### config.mk
export PLATFORM = sky130hd
export DESIGN_NAME = mmu_refill
export DESIGN_NICKNAME = d
export VERILOG_FILES = /design/src/rtl/mmu_refill.sv
export SDC_FILE = /design/constraint.sdc
export NUM_CORES = 1
export LEC_CHECK = 0
export CORE_MARGIN = 3
export CORE_UTILIZATION = 36
export DETAILED_ROUTE_END_ITERATION = 8
export PLACE_DENSITY_LB_ADDON = 0.25
export REMOVE_ABC_BUFFERS = 1
export SYNTH_ARGS = -nofsm -noshare
export SYNTH_HDL_FRONTEND = slang
export SYNTH_SLANG_ARGS = --single-unit
### constraint.sdc
create_clock -name clk -period 2.1 [get_ports clk]
set_input_delay 0.525 -clock clk [delete_from_list [all_inputs] [get_ports clk]]
set_output_delay 0.525 -clock clk [all_outputs]
set_load 0.02 [all_outputs]
### src/rtl/mmu_refill.sv
// Hardware page-table refill engine: on an MMU miss, fetch the PTE for the
// faulting {sup, ins, VPN} and write it back to the MMU, or raise pte_fault.
module mmu_refill #(
    parameter int RV   = 16,
    parameter int VA   = RV,
    parameter int NMMU = 8
) (
    input  logic          clk,
    input  logic          reset,
    input  logic          enable,
    input  logic          fault_valid,
    input  logic [RV-1:0] fault_info,
    input  logic [RV-1:0] ptbase,
    output logic          mem_req,
    output logic [RV-1:0] mem_addr,
    input  logic          mem_ack,
    input  logic [RV-1:0] mem_rdata,
    output logic          reg_write,
    output logic [RV-1:0] reg_data,
    output logic          busy,
    output logic          done,
    output logic          pte_fault
);
    localparam int K = $clog2(NMMU);

    typedef enum logic [1:0] {IDLE, FETCH, WRITE, FAIL} state_t;
    state_t state_reg;

    logic [K+1:0]  idx;
    logic [RV-1:0] addr_next;

    // Each PTE is one halfword, so the index is scaled by two; overflow wraps.
    assign idx       = {fault_info[2], fault_info[3], fault_info[RV-1 -: K]};
    assign addr_next = ptbase + ({{(RV-K-2){1'b0}}, idx} << 1);

    // Fields of the fault register and PTE that the refill never looks at.
    logic          unused_bits;
    logic [VA-1:0] unused_va;
    assign unused_bits = ^{fault_info[RV-K-1:4], fault_info[0], mem_rdata[0]};
    assign unused_va   = '0;

    always_ff @(posedge clk) begin
        if (reset) begin
            state_reg <= IDLE;
            mem_req   <= 1'b0;
            mem_addr  <= '0;
            reg_write <= 1'b0;
            reg_data  <= '0;
            busy      <= 1'b0;
            done      <= 1'b0;
            pte_fault <= 1'b0;
        end else begin
            case (state_reg)
                IDLE: begin
                    if (fault_valid && enable) begin
                        busy <= 1'b1;
                        if (fault_info[1]) begin
                            state_reg <= FETCH;
                            mem_req   <= 1'b1;
                            mem_addr  <= addr_next;
                        end else begin
                            state_reg <= FAIL;
                            pte_fault <= 1'b1;
                        end
                    end
                end
                FETCH: begin
                    if (mem_ack) begin
                        mem_req  <= 1'b0;
                        mem_addr <= '0;
                        if (mem_rdata[1]) begin
                            state_reg <= WRITE;
                            reg_write <= 1'b1;
                            done      <= 1'b1;
                            reg_data  <= {mem_rdata[RV-1:1], 1'b1};
                        end else begin
                            state_reg <= FAIL;
                            pte_fault <= 1'b1;
                        end
                    end
                end
                WRITE: begin
                    state_reg <= IDLE;
                    reg_write <= 1'b0;
                    done      <= 1'b0;
                    reg_data  <= '0;
                    busy      <= 1'b0;
                end
                FAIL: begin
                    state_reg <= IDLE;
                    pte_fault <= 1'b0;
                    busy      <= 1'b0;
                end
                default: begin
                    state_reg <= IDLE;
                end
            endcase
        end
    end
endmodule

# After elaboration in Yosys (flattened, before gate mapping)
# Cells that the tools add are included.
# classes
n_reduce_logical	12
addsub	1
n_eq_ne	9
n_mux	26
# op_table
op	count
16-bit 2-to-1 mux	5
16-bit one-hot mux with 2 select lines	2
16-bit by 6-bit adder with 16-bit output	1
2-bit != test, second input constant	6
1-bit 2-to-1 mux	11
2-bit 2-to-1 mux	3
1-bit one-hot mux with 2 select lines	3
2-bit one-hot mux with 3 select lines	1
2-bit nonzero test	3
5-bit AND reduction	1
2-bit equality test, second input constant	2
2-bit AND reduction	2
4-bit AND reduction	1
1-bit one-hot mux with 3 select lines	1
3-bit AND reduction	1
3-bit nonzero test	1
2-bit by 1-bit equality test with 1-bit output, second input constant	1
2-bit logical NOT	1
2-bit OR reduction	1
1-bit logical AND	1
# word_totals
output_inout_bits	37
regBits	38
elab_cells	55

# Logic depth before layout (Yosys ltp)
# logic_depth
word_depth	4
ltp_mapped	8

# Worst setup path after synthesis
# No wires, ideal clock.
# synth_timing
kind	input -> register
startpoint	input fault_info[13]
endpoint	register mem_addr[9]
path_buffers	0
slack_ns	-0.139
arrival_ns	2.165
cell_stages	8
setup_time_ns	0.074
path_cell_list	ha_1 -> inv_1 -> fa_1 -> nand2b_1 -> a21oi_4 -> nor2_2 -> or4b_1 -> a31oi_1
# synth_between
elab_chain_len	4
# synth_rtl
item	line	rtl
start, declared	12	input logic [RV-1:0] fault_info,
16-bit by 6-bit adder with 16-bit output	34	assign addr_next = ptbase + ({{(RV-K-2){1'b0}}, idx} << 1);
16-bit 2-to-1 mux	57	if (fault_info[1]) begin
16-bit 2-to-1 mux	55	if (fault_valid && enable) begin
16-bit one-hot mux with 2 select lines	53	case (state_reg)
end signal, assigned	60	mem_addr <= addr_next;
end, declared	15	output logic [RV-1:0] mem_addr,
# Every way passes these cells. The select of a mux whose other input is x is not followed.
# A chain may end at the register's enable or synchronous reset.

# Worst setup path in the final report
# layout_timing
startpoint	input fault_info[14]
endpoint	register mem_addr[9]
# Same word-level chain as after synthesis.

==> results.cfg <==
[global_routing]
grt_util_all_layers_pct = 17.2
antenna_found_initial = 0
grt_pass1_wl_um = 7570
grt_pass1_vias = 1734
grt_max_degree = 28
grt_remaining_overflow = 0

[drt]
drc = 0
post_drt_wl_per_cell_um = 13.6
drtIter0Drc = 101
vias = 1778
avgViaCountPerCell = 5.12
drtAntennaViolNets = 0
drtPass1Iterations = 5
finalWirelength_um = 4740

[die]
die_h_um = 75.6
rows = 24
fp.dieW_um = 75.6
core_um2 = 4500
dieArea_um2 = 5720
start_util_pct = 38.8
ios = 90

[setup_path]
end_kind = flip-flop
worstPathArrival_ps = 2210
crit_required_ps = 2260
worstPathMaxFanout = 3
criticalPathCategory = primary input to flip-flop
worstSetupStartpointType = primary input

[synth]
yosys.area_share.adder_pct = 4.73
synth-compound-area-share_pct = 24.7
synth-xor-area-share_pct = 3.51
synth_seq_area_share_pct = 41.3
synth.top_cell.area_share_pct = 41.3
synth_top_family_by_area = compound AO/OA/AOI/OAI gates
syn-instance-count = 193
yosys_warnings = 0
synth_simple_gate_area_share_pct = 20.0
synth.area.mux_share_pct = 0
synth_top_area_cell = dfxtp_1
synth_area_per_cell_um2 = 9.04
synth-seq-cells = 36
ys_async_sr_fraction_pct = 0
synth.area.top_cells = dfxtp_1 41%, a22oi_1 7.3%, nor2_1 6.9%
synth-edff-count = 0
synth.distinct_cells = 46
ys.flop_type = dfxtp_1
syn_area_um2 = 1750

[finish]
final_common_cell = clkdlybuf4s50_1
multi_input_area_um2 = 968
area_growth_pct = 63.5
final_cell_mix = 72 x clkdlybuf4s50_1, 36 x dfxtp_1, 32 x nor2_1, 28 x buf_4, 17 x a22oi_1
drive_gt1_share_pct = 18.3
largest_reg_flops = 16
regArea_um2 = 721
n_fill_cell = 401
utilization_pct = 63.4
final_cells = 347
final_area_um2 = 2850
antenna_cells = 0
layout.nets = 353

[timing]
fin_crit_ps = 2050
fin_crit_sh_pct = 97.5
clock_skew_ps = 2.39
worst_slew_margin_rel_pct = 55.3
worst_slew_pin_slew_ps = 671
maxSlewViolCount = 0
whs_ps = 476
hold_viol = 0
setup_violations = 0
fmax_mhz = 488
rsz0062_at_grt = no

[clocking]
cts_tree = done
cts-htree-levels = 2
holdBufCountCts = 0
cts_root_buf = clkbuf_8
clock_path_buffers = 2
cts.sinks = 36
clk_latency_ps = 280
path_clk_slew_ps = 70
cts_made_buffers = 5

[place]
place.gp.congestion = 0.882
place_inst = 334
io_buffers = 78
dp_hpwl_um = 3550
placed_cell_area_um2 = 2690

[pwr]
power_density_nw_per_um2 = 566
max-vdd-ir-drop_mv = 0.341
p_leak_nw = 1.11

[flow_run]
maxCapViolations = 0

[run_status]
outcome = completed

[min_path]
hold_class = flip-flop to flip-flop
power breakdown:
group	leakage [nW]	total, mW	switching [mW]	internal (mW)
combinational	0.773	0.388	0.173	0.215
clock	0.0445	0.505	0.239	0.266
sequential	0.292	0.722	0.0161	0.706
total	1.11	1.62	0.428	1.19
layout make-up:
class,count,area share (%)
multi-input combinational,137,33.9
inverter,8,1.05
sequential,36,25.3
clock buffer,7,3.02
tap,52,2.28
clock inverter,1,0.263
timing repair buffer,106,34.2
cell usage after synthesis, types with 2 or more instances:
master,number
dfxtp_1,36
nor3_1,5
inv_1,8
nor2_1,32
or3_1,2
ha_1,5
o211ai_1,2
o21ai_0,7
xnor2_1,7
buf_2,6
nand2b_1,2
nand3_1,2
a21oi_1,9
nand2_1,10
a22oi_1,17
clkbuf_1,2
buf_4,3
a22o_1,7
a32oi_1,3
nand4_1,2
worst paths after layout:
check,startpoint,slack (ps),endpoint,depth (start not counted)
max,fault_info[14],50,mem_addr[9]$_SDFFE_PP0P_,12
min,mem_addr[14]$_SDFFE_PP0P_,480,mem_addr[14]$_SDFFE_PP0P_,1
max reg2reg,state_reg[0]$_SDFFE_PP0P_,560,mem_addr[14]$_SDFFE_PP0P_,5
min reg2reg,mem_addr[14]$_SDFFE_PP0P_,480,mem_addr[14]$_SDFFE_PP0P_,1
worst max-delay path, cell delays in order:
cell and delay [ps]:
dlygate4sd2_1 230, inv_2 50, fa_2 390, nand2b_4 160
a21oi_4 160, nor2_2 60, buf_4 120, buf_4 120
buf_4 120, buf_4 110, nand3_1 70, a31oi_1 80
metrics by stage:
stage	TNS, ps	worst slack [ps]	total power, mW
CTS	0	12.1	1.63
floorplan	-143	-143	0.893
global route	0	2.65	1.70
global placement	-9090	-575	1.10
finish	0	51.5	1.62
detailed placement	-10880	-645	1.10
metal layers:
metal	track usage (%)	part of all wire [%]	up-vias
met5	0	0	-
li1	-	-	896
met2	28.2	43	76
met4	6.21	0.72	0
met1	21.7	48	802
met3	4.88	7.7	4
what timing repair did:
item / 4_1_cts / 5_1_grt
setup endpoints to repair: 26 / 5
resized for setup: 18 / 3
pin swaps: 9 / 5
buffers inserted: 5 / 0
cell families (layout without fill, tap and decap cells):
| kind of cell | count (synthesis) | count (layout) |
|---|---|---|
| and+or+nand+nor | 66 | 66 |
| AOI/OAI and AO/OA | 58 | 58 |
| DFF | 36 | 36 |
| buffers and inverters | 20 | 122 |
| xor gates and xnor gates | 7 | 7 |
| adders and majority gates | 6 | 6 |
Note: power is estimated with default switching activity, not from simulation.
